File: config.mk
export PLATFORM = sky130hd
export DESIGN_NAME = vec_load_unit_flat
export DESIGN_NICKNAME = d
export VERILOG_FILES = /design/src/rtl/vec_pkg.sv /design/src/rtl/vec_load_unit_if.sv /design/src/rtl/vld_beat_buffer.sv /design/src/rtl/vec_load_unit.sv /design/src/flat_wrapper.sv
export SDC_FILE = /design/constraint.sdc
export NUM_CORES = 2
export LEC_CHECK = 0
export CORE_UTILIZATION = 54
export CTS_CLUSTER_DIAMETER = 150
export DETAILED_ROUTE_END_ITERATION = 12
export GPL_TIMING_DRIVEN = 1
export PLACE_DENSITY = 0.82
export SYNTH_ARGS = -nofsm -noshare
export SYNTH_HDL_FRONTEND = slang
export SYNTH_HIERARCHICAL = 1
export SYNTH_SLANG_ARGS = --single-unit
File: constraint.sdc
create_clock -name clk -period 3.1 [get_ports clk]
set_clock_uncertainty 0.05 [all_clocks]
set_input_delay 0.465 -clock clk [delete_from_list [all_inputs] [get_ports clk]]
set_output_delay 0.465 -clock clk [all_outputs]
set_load 0.03 [all_outputs]
File: src/rtl/vec_pkg.sv
// Shared types and constants for the vector load sequencer.
package vec_pkg;

    localparam int BEAT_W = 128;
    localparam int VREG_W = 512;
    localparam int WORD_W = 32;
    localparam int NBEATS = VREG_W / BEAT_W;

    typedef enum logic [1:0] {
        VL_1   = 2'b00,
        VL_4   = 2'b01,
        VL_16  = 2'b10,
        VL_BAD = 2'b11
    } vl_e;

    typedef enum logic [1:0] {
        ST_IDLE,
        ST_RUN,
        ST_WRITE
    } state_e;

    // A single 128-bit beat covers both the 1-word and 4-word lengths.
    function automatic logic [2:0] beat_count(input vl_e vl);
        return (vl == VL_16) ? 3'd4 : 3'd1;
    endfunction

endpackage

File: src/rtl/vec_load_unit_if.sv
// Request, memory and register-file write signals of the load unit.
// Error signals exist only when VLD_BUS_ERR_EN is defined.
interface vec_load_unit_if
    import vec_pkg::*;
#(
    parameter int ADDR_W = 32
);

    logic              req_valid;
    logic              req_ready;
    logic [1:0]        req_vl;
    logic [4:0]        req_rd;
    logic [ADDR_W-1:0] req_addr;

    logic              mem_req_valid;
    logic              mem_req_ready;
    logic [ADDR_W-1:0] mem_req_addr;
    logic              mem_rsp_valid;
    logic [BEAT_W-1:0] mem_rsp_data;

    logic              rf_we;
    logic [1:0]        rf_vl;
    logic [4:0]        rf_wa;
    logic [VREG_W-1:0] rf_wd;
    logic              busy;

`ifdef VLD_BUS_ERR_EN
    logic              mem_rsp_err;
    logic              ld_err;

    modport master (
        input  req_valid, req_vl, req_rd, req_addr,
        output req_ready,
        output mem_req_valid, mem_req_addr,
        input  mem_req_ready, mem_rsp_valid, mem_rsp_data, mem_rsp_err,
        output rf_we, rf_vl, rf_wa, rf_wd, busy, ld_err
    );

    modport slave (
        output req_valid, req_vl, req_rd, req_addr,
        input  req_ready,
        input  mem_req_valid, mem_req_addr,
        output mem_req_ready, mem_rsp_valid, mem_rsp_data, mem_rsp_err,
        input  rf_we, rf_vl, rf_wa, rf_wd, busy, ld_err
    );
`else
    modport master (
        input  req_valid, req_vl, req_rd, req_addr,
        output req_ready,
        output mem_req_valid, mem_req_addr,
        input  mem_req_ready, mem_rsp_valid, mem_rsp_data,
        output rf_we, rf_vl, rf_wa, rf_wd, busy
    );

    modport slave (
        output req_valid, req_vl, req_rd, req_addr,
        input  req_ready,
        input  mem_req_valid, mem_req_addr,
        output mem_req_ready, mem_rsp_valid, mem_rsp_data,
        input  rf_we, rf_vl, rf_wa, rf_wd, busy
    );
`endif

endinterface

File: src/rtl/vld_beat_buffer.sv
// 512-bit beat assembly register. fmt_o is the write-data formatting of the
// buffer contents including any beat written this cycle.
module vld_beat_buffer
    import vec_pkg::*;
(
    input  logic              clk,
    input  logic              rst_n,
    input  logic              clr_i,
    input  logic              wr_i,
    input  logic [1:0]        idx_i,
    input  logic [BEAT_W-1:0] beat_i,
    input  vl_e               vl_i,
    input  logic [1:0]        lane_i,
    output logic [VREG_W-1:0] fmt_o
);

    logic [VREG_W-1:0] buf_q;
    logic [VREG_W-1:0] buf_d;

    for (genvar gi = 0; gi < NBEATS; gi++) begin : g_beat
        assign buf_d[gi*BEAT_W +: BEAT_W] =
            clr_i                          ? '0     :
            (wr_i && (idx_i == 2'(gi)))    ? beat_i :
                                             buf_q[gi*BEAT_W +: BEAT_W];
    end

    always_ff @(posedge clk or negedge rst_n) begin
        if (!rst_n) begin
            buf_q <= '0;
        end else begin
            buf_q <= buf_d;
        end
    end

    always_comb begin
        fmt_o = '0;
        case (vl_i)
            VL_16:   fmt_o = buf_d;
            VL_4:    fmt_o[BEAT_W-1:0] = buf_d[BEAT_W-1:0];
            default: fmt_o[WORD_W-1:0] = buf_d[WORD_W*lane_i +: WORD_W];
        endcase
    end

endmodule

File: src/rtl/vec_load_unit.sv
// Vector load sequencer: fetches 1 or 4 beats and issues one register-file
// write. Define VLD_BUS_ERR_EN to turn beat errors into an ld_err pulse.
module vec_load_unit
    import vec_pkg::*;
#(
    parameter int ADDR_W = 32
) (
    input  logic            clk,
    input  logic            rst_n,
    vec_load_unit_if.master bus
);

    state_e            state_q, state_d;
    vl_e               vl_q, vl_d;
    logic [4:0]        rd_q, rd_d;
    logic [1:0]        lane_q, lane_d;
    logic [ADDR_W-1:0] base_q, base_d;
    logic [2:0]        beats_q, beats_d;
    logic [2:0]        issued_q, issued_d;
    logic [2:0]        rcvd_q, rcvd_d;
    logic              err_q, err_d;
    logic              mem_req_valid_q, mem_req_valid_d;
    logic [ADDR_W-1:0] mem_req_addr_q, mem_req_addr_d;
    logic              rf_we_q, rf_we_d;
    logic [1:0]        rf_vl_q, rf_vl_d;
    logic [4:0]        rf_wa_q, rf_wa_d;
    logic [VREG_W-1:0] rf_wd_q, rf_wd_d;
    logic              busy_q, busy_d;
`ifdef VLD_BUS_ERR_EN
    logic              ld_err_q, ld_err_d;
`endif

    logic              rsp_err;
    logic              buf_clr;
    logic              buf_wr;
    logic [VREG_W-1:0] buf_fmt;

`ifdef VLD_BUS_ERR_EN
    assign rsp_err = bus.mem_rsp_err;
`else
    assign rsp_err = 1'b0;
`endif

    vld_beat_buffer u_buf (
        .clk    (clk),
        .rst_n  (rst_n),
        .clr_i  (buf_clr),
        .wr_i   (buf_wr),
        .idx_i  (rcvd_q[1:0]),
        .beat_i (bus.mem_rsp_data),
        .vl_i   (vl_q),
        .lane_i (lane_q),
        .fmt_o  (buf_fmt)
    );

    always_comb begin
        state_d         = state_q;
        vl_d            = vl_q;
        rd_d            = rd_q;
        lane_d          = lane_q;
        base_d          = base_q;
        beats_d         = beats_q;
        issued_d        = issued_q;
        rcvd_d          = rcvd_q;
        err_d           = err_q;
        mem_req_valid_d = mem_req_valid_q;
        mem_req_addr_d  = mem_req_addr_q;
        rf_we_d         = 1'b0;
        rf_vl_d         = rf_vl_q;
        rf_wa_d         = rf_wa_q;
        rf_wd_d         = rf_wd_q;
`ifdef VLD_BUS_ERR_EN
        ld_err_d        = 1'b0;
`endif
        buf_clr         = 1'b0;
        buf_wr          = 1'b0;

        case (state_q)
            ST_IDLE: begin
                // An illegal length completes the handshake but starts nothing.
                if (bus.req_valid && (vl_e'(bus.req_vl) != VL_BAD)) begin
                    vl_d            = vl_e'(bus.req_vl);
                    rd_d            = bus.req_rd;
                    lane_d          = bus.req_addr[3:2];
                    base_d          = {bus.req_addr[ADDR_W-1:4], 4'b0000};
                    beats_d         = beat_count(vl_e'(bus.req_vl));
                    issued_d        = '0;
                    rcvd_d          = '0;
                    err_d           = 1'b0;
                    buf_clr         = 1'b1;
                    mem_req_valid_d = 1'b1;
                    mem_req_addr_d  = {bus.req_addr[ADDR_W-1:4], 4'b0000};
                    state_d         = ST_RUN;
                end
            end

            ST_RUN: begin
                if (mem_req_valid_q && bus.mem_req_ready) begin
                    issued_d        = issued_q + 3'd1;
                    mem_req_valid_d = (issued_d < beats_q);
                    mem_req_addr_d  = base_q + ADDR_W'({issued_d, 4'b0000});
                end
                if (bus.mem_rsp_valid && (rcvd_q < beats_q)) begin
                    buf_wr = 1'b1;
                    rcvd_d = rcvd_q + 3'd1;
                    err_d  = err_q | rsp_err;
                    if (rcvd_d == beats_q) begin
                        state_d         = ST_WRITE;
                        mem_req_valid_d = 1'b0;
                        if (err_d) begin
`ifdef VLD_BUS_ERR_EN
                            ld_err_d = 1'b1;
`endif
                        end else begin
                            rf_we_d = 1'b1;
                            rf_vl_d = vl_q;
                            rf_wa_d = rd_q;
                            rf_wd_d = buf_fmt;
                        end
                    end
                end
            end

            default: begin
                state_d = ST_IDLE;
            end
        endcase

        busy_d = (state_d != ST_IDLE);
    end

    always_ff @(posedge clk or negedge rst_n) begin
        if (!rst_n) begin
            state_q         <= ST_IDLE;
            vl_q            <= VL_1;
            rd_q            <= '0;
            lane_q          <= '0;
            base_q          <= '0;
            beats_q         <= '0;
            issued_q        <= '0;
            rcvd_q          <= '0;
            err_q           <= 1'b0;
            mem_req_valid_q <= 1'b0;
            mem_req_addr_q  <= '0;
            rf_we_q         <= 1'b0;
            rf_vl_q         <= '0;
            rf_wa_q         <= '0;
            rf_wd_q         <= '0;
            busy_q          <= 1'b0;
`ifdef VLD_BUS_ERR_EN
            ld_err_q        <= 1'b0;
`endif
        end else begin
            state_q         <= state_d;
            vl_q            <= vl_d;
            rd_q            <= rd_d;
            lane_q          <= lane_d;
            base_q          <= base_d;
            beats_q         <= beats_d;
            issued_q        <= issued_d;
            rcvd_q          <= rcvd_d;
            err_q           <= err_d;
            mem_req_valid_q <= mem_req_valid_d;
            mem_req_addr_q  <= mem_req_addr_d;
            rf_we_q         <= rf_we_d;
            rf_vl_q         <= rf_vl_d;
            rf_wa_q         <= rf_wa_d;
            rf_wd_q         <= rf_wd_d;
            busy_q          <= busy_d;
`ifdef VLD_BUS_ERR_EN
            ld_err_q        <= ld_err_d;
`endif
        end
    end

    assign bus.req_ready     = (state_q == ST_IDLE);
    assign bus.mem_req_valid = mem_req_valid_q;
    assign bus.mem_req_addr  = mem_req_addr_q;
    assign bus.rf_we         = rf_we_q;
    assign bus.rf_vl         = rf_vl_q;
    assign bus.rf_wa         = rf_wa_q;
    assign bus.rf_wd         = rf_wd_q;
    assign bus.busy          = busy_q;
`ifdef VLD_BUS_ERR_EN
    assign bus.ld_err        = ld_err_q;
`endif

endmodule

File: src/flat_wrapper.sv
// flat-port wrapper written by rule: the top's interface ports become plain ports
module vec_load_unit_flat import vec_pkg::*;
#(
    parameter int ADDR_W = 32
)
  (clk, rst_n, bus_req_valid, bus_req_vl, bus_req_rd, bus_req_addr, bus_req_ready, bus_mem_req_valid, bus_mem_req_addr, bus_mem_req_ready, bus_mem_rsp_valid, bus_mem_rsp_data, bus_rf_we, bus_rf_vl, bus_rf_wa, bus_rf_wd, bus_busy);
  vec_load_unit_if #(.ADDR_W(ADDR_W)) bus_i ();
  input  logic clk;
  input  logic rst_n;
  input wire logic [$bits(bus_i.req_valid)-1:0] bus_req_valid;
  input wire logic [$bits(bus_i.req_vl)-1:0] bus_req_vl;
  input wire logic [$bits(bus_i.req_rd)-1:0] bus_req_rd;
  input wire logic [$bits(bus_i.req_addr)-1:0] bus_req_addr;
  output wire logic [$bits(bus_i.req_ready)-1:0] bus_req_ready;
  output wire logic [$bits(bus_i.mem_req_valid)-1:0] bus_mem_req_valid;
  output wire logic [$bits(bus_i.mem_req_addr)-1:0] bus_mem_req_addr;
  input wire logic [$bits(bus_i.mem_req_ready)-1:0] bus_mem_req_ready;
  input wire logic [$bits(bus_i.mem_rsp_valid)-1:0] bus_mem_rsp_valid;
  input wire logic [$bits(bus_i.mem_rsp_data)-1:0] bus_mem_rsp_data;
  output wire logic [$bits(bus_i.rf_we)-1:0] bus_rf_we;
  output wire logic [$bits(bus_i.rf_vl)-1:0] bus_rf_vl;
  output wire logic [$bits(bus_i.rf_wa)-1:0] bus_rf_wa;
  output wire logic [$bits(bus_i.rf_wd)-1:0] bus_rf_wd;
  output wire logic [$bits(bus_i.busy)-1:0] bus_busy;
  assign bus_i.req_valid = bus_req_valid;
  assign bus_i.req_vl = bus_req_vl;
  assign bus_i.req_rd = bus_req_rd;
  assign bus_i.req_addr = bus_req_addr;
  assign bus_req_ready = bus_i.req_ready;
  assign bus_mem_req_valid = bus_i.mem_req_valid;
  assign bus_mem_req_addr = bus_i.mem_req_addr;
  assign bus_i.mem_req_ready = bus_mem_req_ready;
  assign bus_i.mem_rsp_valid = bus_mem_rsp_valid;
  assign bus_i.mem_rsp_data = bus_mem_rsp_data;
  assign bus_rf_we = bus_i.rf_we;
  assign bus_rf_vl = bus_i.rf_vl;
  assign bus_rf_wa = bus_i.rf_wa;
  assign bus_rf_wd = bus_i.rf_wd;
  assign bus_busy = bus_i.busy;
  vec_load_unit #(.ADDR_W(ADDR_W)) u_core (.clk(clk), .rst_n(rst_n), .bus(bus_i));
endmodule
=== Word level (Yosys, flattened, before mapping) ===
Cells that the tools add are included.

* Bits in registers: 1114
* Latch bits: 0
* Memory bits (writable): 0
* Memory bits (read-only): 0
* Input bits: 172
* Output and inout bits: 555
* Word-level logic and storage cells: 87
* Memories: 0

* Add/sub/neg operators: 3
* Multiply operators: 0
* Divide/modulo/power cells: 0
* $lt $le $gt $ge: 2
* Equality and inequality tests: 12
* Shift operators: 1
* Mux-type cells: 36
* Bitwise logic cells: 0
* Reduce and logical (&&, ||, !) cells: 17

{| class="wikitable"
|+ Operators with widths
! kind !! count
|-
| 128-bit 2-to-1 mux || 8
|-
| 512-bit by 8-bit indexed part select with 32-bit output || 1
|-
| 384-bit 2-to-1 mux || 1
|-
| 32-bit 2-to-1 mux || 3
|-
| 96-bit 2-to-1 mux || 1
|-
| 32-bit case mux with 2 select lines || 1
|-
| 32-bit by 7-bit adder with 32-bit output || 1
|-
| 3-bit 2-to-1 mux || 4
|-
| 3-bit case mux with 2 select lines || 2
|-
| 1-bit 2-to-1 mux || 11
|-
| 3-bit AND reduction || 3
|-
| 2-bit == test, second input constant || 4
|-
| 1-bit logical AND || 7
|-
| 3-bit by 1-bit adder with 3-bit output, second input constant || 2
|-
| 2-bit by 1-bit == test with 1-bit output, second input constant || 3
|-
| 3-bit < comparator || 2
|-
| 2-bit 2-to-1 mux || 3
|-
| 2-bit by 1-bit != test with 1-bit output, second input constant || 3
|-
| 2-bit logical NOT || 2
|-
| 2-bit case mux with 2 select lines || 1
|-
| 2-bit AND reduction || 2
|-
| 2-bit nonzero test || 2
|-
| 3-bit == test || 1
|-
| 2-bit != test, second input constant || 1
|-
| other kinds (2) || 2
|}

=== Logic depth before layout (Yosys ltp) ===
* Depth after elaboration: 9
* Gate-level depth with buffers: 12
* Gate-level depth less buffers: 10

=== Modules after synthesis ===
Netlist, hierarchy kept.

{| class="wikitable"
|+ Modules (own cells, without submodules)
! module !! times used !! cells an instance !! area an instance (sq um) !! sequential area each (sq um)
|-
| vld_beat_buffer || 1 || 2734 || 24124.4 || 12812.3
|-
| vec_load_unit || 1 || 1527 || 23344.9 || 14939.3
|}

=== Least setup slack after synthesis ===
OpenSTA, ideal clock, no wires.

* Path kind: register to register
* Start: reg u_core.state_q[1]
* End: reg u_core.rf_wd_q[187], in the netlist u_core/bus.rf_wd[187]
* Setup time: 127 ps
* Data arrival time: 2735 ps
* Data required time: 2923 ps
* Path slack: 187 ps
* Stages on the path, launching flop included: 11
* Path buffers: 4
* Clock period less this slack: 2913 ps
* Cells stage by stage: dfrtp_1 -> nor2_1 -> nand3_1 -> clkinv_1 -> clkbuf_1 -> buf_2 -> clkbuf_1 -> buf_1 -> a21oi_1 -> and2_1 -> mux2_1

* Elaborated cells between the ends (all ways): 9
* Those cells by class: eq/ne (1); mux (5); reduce/logical (3)

{| class="wikitable"
|+ RTL lines
! element !! line !! RTL
|-
| from (decl) || vec_load_unit.sv:13 || <nowiki>state_e state_q, state_d;</nowiki>
|-
| from (signal assigned) || vec_load_unit.sv:154 || <nowiki>state_q <= state_d;</nowiki>
|-
| 2-bit logical NOT || n/a ||
|-
| net bus_req_ready || flat_wrapper.sv:14 || <nowiki>output wire logic [$bits(bus_i.req_ready)-1:0] bus_req_ready;</nowiki>
|-
| 1-bit 2-to-1 mux || vec_load_unit.sv:78 || <nowiki>case (state_q)</nowiki>
|-
| net u_core.buf_clr || vec_load_unit.sv:34 || <nowiki>logic buf_clr;</nowiki>
|-
| 128-bit 2-to-1 mux || vld_beat_buffer.sv:22 || <nowiki>clr_i ? '0 :</nowiki>
|-
| net u_core.u_buf.buf_d[187] || vld_beat_buffer.sv:18 || <nowiki>logic [VREG_W-1:0] buf_d;</nowiki>
|-
| 384-bit 2-to-1 mux || vld_beat_buffer.sv:37 || <nowiki>case (vl_i)</nowiki>
|-
| net u_core.buf_fmt[187] || vec_load_unit.sv:36 || <nowiki>logic [VREG_W-1:0] buf_fmt;</nowiki>
|-
| to (signal assigned) || vec_load_unit.sv:168 || <nowiki>rf_wd_q <= rf_wd_d;</nowiki>
|-
| to (decl) || vec_load_unit.sv:27 || <nowiki>logic [VREG_W-1:0] rf_wd_q, rf_wd_d;</nowiki>
|}

The timed path passes the listed nets, and every way through them passes these cells.
A chain may end at the register's enable or synchronous reset.

=== Worst setup path after layout ===
* Start: reg u_core.rcvd_q[2]
* End: reg u_core.rf_wd_q[16], in the netlist u_core/bus.rf_wd[16]

* Cells in the longest elaborated chain, start to end: 9
* Elaborated cells between the ends (all ways): 21
* Those cells by class: add/sub (1); order compare (1); eq/ne (1); shift (1); mux (11); reduce/logical (6)

{| class="wikitable"
|+ Ends and longest elaborated chain
! element !! line !! RTL
|-
| from (decl) || vec_load_unit.sv:20 || <nowiki>logic [2:0] rcvd_q, rcvd_d;</nowiki>
|-
| from (signal assigned) || vec_load_unit.sv:161 || <nowiki>rcvd_q <= rcvd_d;</nowiki>
|-
| 3-bit < comparator * || vec_load_unit.sv:103 || <nowiki>if (bus.mem_rsp_valid && (rcvd_q < beats_q)) begin</nowiki>
|-
| 1-bit logical AND * || vec_load_unit.sv:103 ||
|-
| 1-bit 2-to-1 mux * || vec_load_unit.sv:103 ||
|-
| 1-bit 2-to-1 mux * || vec_load_unit.sv:78 ||
|-
| net u_core.buf_wr || vec_load_unit.sv:35 || <nowiki>logic buf_wr;</nowiki>
|-
| 1-bit logical AND || vld_beat_buffer.sv:23 || <nowiki>(wr_i && (idx_i == 2'(gi))) ? beat_i :</nowiki>
|-
| 128-bit 2-to-1 mux || vld_beat_buffer.sv:23 ||
|-
| 128-bit 2-to-1 mux || vld_beat_buffer.sv:22 ||
|-
| 512-bit by 8-bit indexed part select with 32-bit output || vld_beat_buffer.sv:40 || <nowiki>default: fmt_o[WORD_W-1:0] = buf_d[WORD_W*lane_i +: WORD_W];</nowiki>
|-
| 32-bit 2-to-1 mux * || vld_beat_buffer.sv:37 ||
|-
| net u_core.buf_fmt[16] || vec_load_unit.sv:36 ||
|}

The timed path passes the listed nets; every way through them passes the cells marked *.

==> summary.md <==
| Metric | Value |
|---|---|
| Finished Core Util | 71.5% |
| Multi-input gate area | 18100 um2 |
| Slew Limit Fails | 0 |
| Clk Latency, worst-skew pair | 710 ps |
| Reg area | 27800 um2 |
| Final WS setup | 64.1 ps |
| Vias per cell | 5.73 |
| Critical path data required time | 3640 ps |
| Port bufs | 720 |
| WHS | 262 ps |
| Worst Hold Class | input port to register |
| First-pass iteration count of the detailed router | 6 |
| Synthesized instance count | 4261 |
| Cell variety after synth | 64 |
| CP Max Fanout | 7 |
| Share of layout cells above drive strength 1 | 13.3% |
| Avg Inst Size Synth | 11.1 um2 |
| DP Worst Slack | -227 ps |
| GRT Resource Usage Total | 34.4% |
| Total power draw | 58.2 mW |
| Critical Path AT | 3570 ps |
| Num CTS Buffers | 115 |
| Startpoint types | register |
| DR WL/cell | 24.3 um |
| Worst VDD drop | 0.732 mV |
| Yosys top cell by area | dfrtp_1 |
| Dominant cells by area after synthesis | dfrtp_1 (58%), mux2_1 (9.5%), nand2_1 (7.2%) |
| Routed vias | 36700 |
| Min cycle time layout | 3040 ps |
| Gpl congestion | 0.895 |
| Fin cells | 6399 |
| Post-Route Setup TNS | 0 ps |
| Most used flip-flop cell after synthesis | dfrtp_1 |
| Leakage power | 29.3 nW |
| Total detailed-routing wirelength | 156000 um |
| Area delta synth->final | 30.8% |
| CTS tree | built |
| Largest net degree at the start of global routing | 117 |
| Synth top area share | 58.5% |
| Clock transition at path regs | 60 ps |
| Worst slew margin | 46.4% |
| DP Area | 57600 um2 |
| Core area | 86900 um2 |
| # H-tree levels | 3 |
| Yosys warnings | 6 |
| Hpwl dp | 107000 um |
| Nets@finish | 5327 |
| Clk root buf | clkbuf_16 |
| Sink Count | 1109 |
| Ys async rst share | 100% |
| Final hold viol count | 0 |
| Number of global-route vias before repair | 37200 |
| Setup crit end kind | register |
| Register area share after synthesis | 58.5% |
| Die height | 298 um |
| Post-route DRC | 0 |
| Max cap viols | 0 |
| DR iter-0 viols | 3395 |
| Post-synth EDFFs | 0 |
| Initial Util | 54.6% |
| Cells after DPL | 6166 |
| # fillers | 5761 |
| Longest Clk Path Bufs | 3 |
| Die width | 298 um |
| Gr ovfl total | 0 |
| Fin area | 62100 um2 |
| Fmax | 329 MHz |
| Initial antenna violation count | 9 |
| First-pass GRT wire length | 232000 um |
| Worst R2R Setup Slack | 60 ps |
| Ports | 727 |
| # rows | 108 |
| Fin crit share | 97.9% |
| Routed Antenna Nets | 0 |
| Slew at the pin closest to its max-slew limit | 805 ps |
| CP Class | register to register |
| Count of state elements after synthesis | 1109 |
| Die ar. | 89100 um2 |
| Pwr dens | 937 nW/um2 |
| Final setup viols | 0 |
| Status | finished clean |
| Post-Syn Area | 47500 um2 |
cell usage after synthesis, types with 4 or more instances:
cell type,number
xor2_1,14
and3_1,4
buf_4,6
o22ai_1,32
a31oi_1,4
buf_12,5
a21o_1,36
nand3_1,17
a21oi_1,391
buf_6,51
mux2_1,400
nand2_1,909
nor2_1,238
mux2i_1,162
buf_1,22
and2_1,386
xnor2_1,12
mux2_2,120
ha_1,9
nor4_1,4
buf_2,91
nand4_1,5
a22oi_1,10
buf_8,8
inv_1,8
nand2b_1,5
o21ai_0,31
nor3_1,5
clkbuf_1,122
dfrtp_1,1109
final timing paths:
check / startpoint / endpoint / depth (start not counted)
max: u_core/rcvd_q[2]$_DFFE_PN0P_ / u_core/bus.rf_wd[16]$_DFFE_PN0P_ / 12
min: bus_req_rd[1] / u_core/rd_q[1]$_DFFE_PN0P_ / 3
max reg2reg: u_core/rcvd_q[2]$_DFFE_PN0P_ / u_core/bus.rf_wd[16]$_DFFE_PN0P_ / 12
min reg2reg: u_core/bus.rf_wd[273]$_DFFE_PN0P_ / u_core/bus.rf_wd[273]$_DFFE_PN0P_ / 1
max in group asynchronous: rst_n / u_core/bus.rf_wd[277]$_DFFE_PN0P_ / 4
min in group asynchronous: rst_n / u_core/u_buf/buf_q[199]$_DFF_PN0_ / 2
worst max-delay path, stage by stage, from the launching register on:
cell,delay [ps]
dfrtp_1,420
ha_1,200
nand2b_4,140
a211o_1,310
inv_2,70
nor3b_4,180
buf_6,180
clkbuf_16,200
buf_16,150
mux2i_1,360
o22ai_1,150
a21o_1,190
mux2_1,290
logic make-up after synthesis:
logic type,synth area share (%)
AND/OR/NAND/NOR,15.2
flip-flops,58.5
multiplexers,15.8
AO/OA/AOI/OAI,5.91
buffers and inverters,3.96
XOR/XNOR,0.480
adder cells (fa/ha/maj),0.279
other,0.00790
layout by cell type (no fill, tap or decap), types with 5 or more instances in the layout:
cell type / instances
nor3_1: 5
a22oi_1: 10
clkbuf_16: 120
clkinv_2: 13
mux2_1: 400
o22ai_1: 32
buf_4: 272
nand3_1: 15
diode_2: 6
ha_1: 8
xor2_1: 14
clkdlybuf4s50_1: 719
nand2_1: 909
buf_6: 9
xnor2_1: 12
mux2i_2: 18
nor2_1: 238
and2_1: 386
dfrtp_1: 1108
nand4_1: 5
clkbuf_8: 31
buf_12: 59
mux2i_4: 7
a21oi_1: 391
inv_1: 7
mux2_2: 120
o21ai_0: 31
a21o_1: 36
mux2i_1: 137
bufinv_16: 11
clkbuf_1: 26
clkinvlp_4: 5
area by class of cell:
type / instances / share of cell area (%)
Sequential cell: 1109 / 44.7
Tap cell: 1155 / 2.33
Clock buffer: 173 / 5.52
Timing Repair Buffer: 1069 / 17.3
Multi-Input combinational cell: 2840 / 29.1
Clock inverter: 37 / 0.903
Inverter: 10 / 0.115
Antenna cell: 6 / 0.0242
per-layer routing:
| metal | track usage [%] | routed length (um) | vias to the layer above |
|---|---|---|---|
| met4 | 19.2 | 9550 | 2 |
| met1 | 43.1 | 59200 | 18700 |
| li1 | - | - | 15900 |
| met5 | 0 | 12 | - |
| met2 | 54.7 | 73400 | 1704 |
| met3 | 8.49 | 13300 | 436 |
registers in the layout (all words and copies together) (netlist names):
signal	count
u_core/base_q	28
u_core/beats_q	2
u_core/bus.busy	1
u_core/bus.mem_req_addr	28
u_core/bus.mem_req_valid	1
u_core/bus.rf_vl	2
u_core/bus.rf_wa	5
u_core/bus.rf_wd	512
u_core/bus.rf_we	1
u_core/issued_q	3
u_core/lane_q	2
u_core/rcvd_q	3
u_core/rd_q	5
u_core/state_q	2
u_core/u_buf/buf_q	512
u_core/vl_q	2
power by group:
part | switching (mW) | internal, mW | total, mW | leakage (nW)
sequential | 1.91 | 18.5 | 20.4 | 15.1
clock | 5.88 | 8.54 | 14.4 | 1.94
combinational | 13.9 | 9.48 | 23.4 | 12.3
total | 21.7 | 36.5 | 58.2 | 29.3
timing repair:
action,4_1_cts,5_1_grt
resized for setup,2,45
buffers inserted,2,8
setup endpoints to repair,28,51
pin swaps,1,2
hold endpoints to repair,54,0
hold buffers,1,0
cloned,2,4
Note: power is estimated with default switching activity, not from simulation.
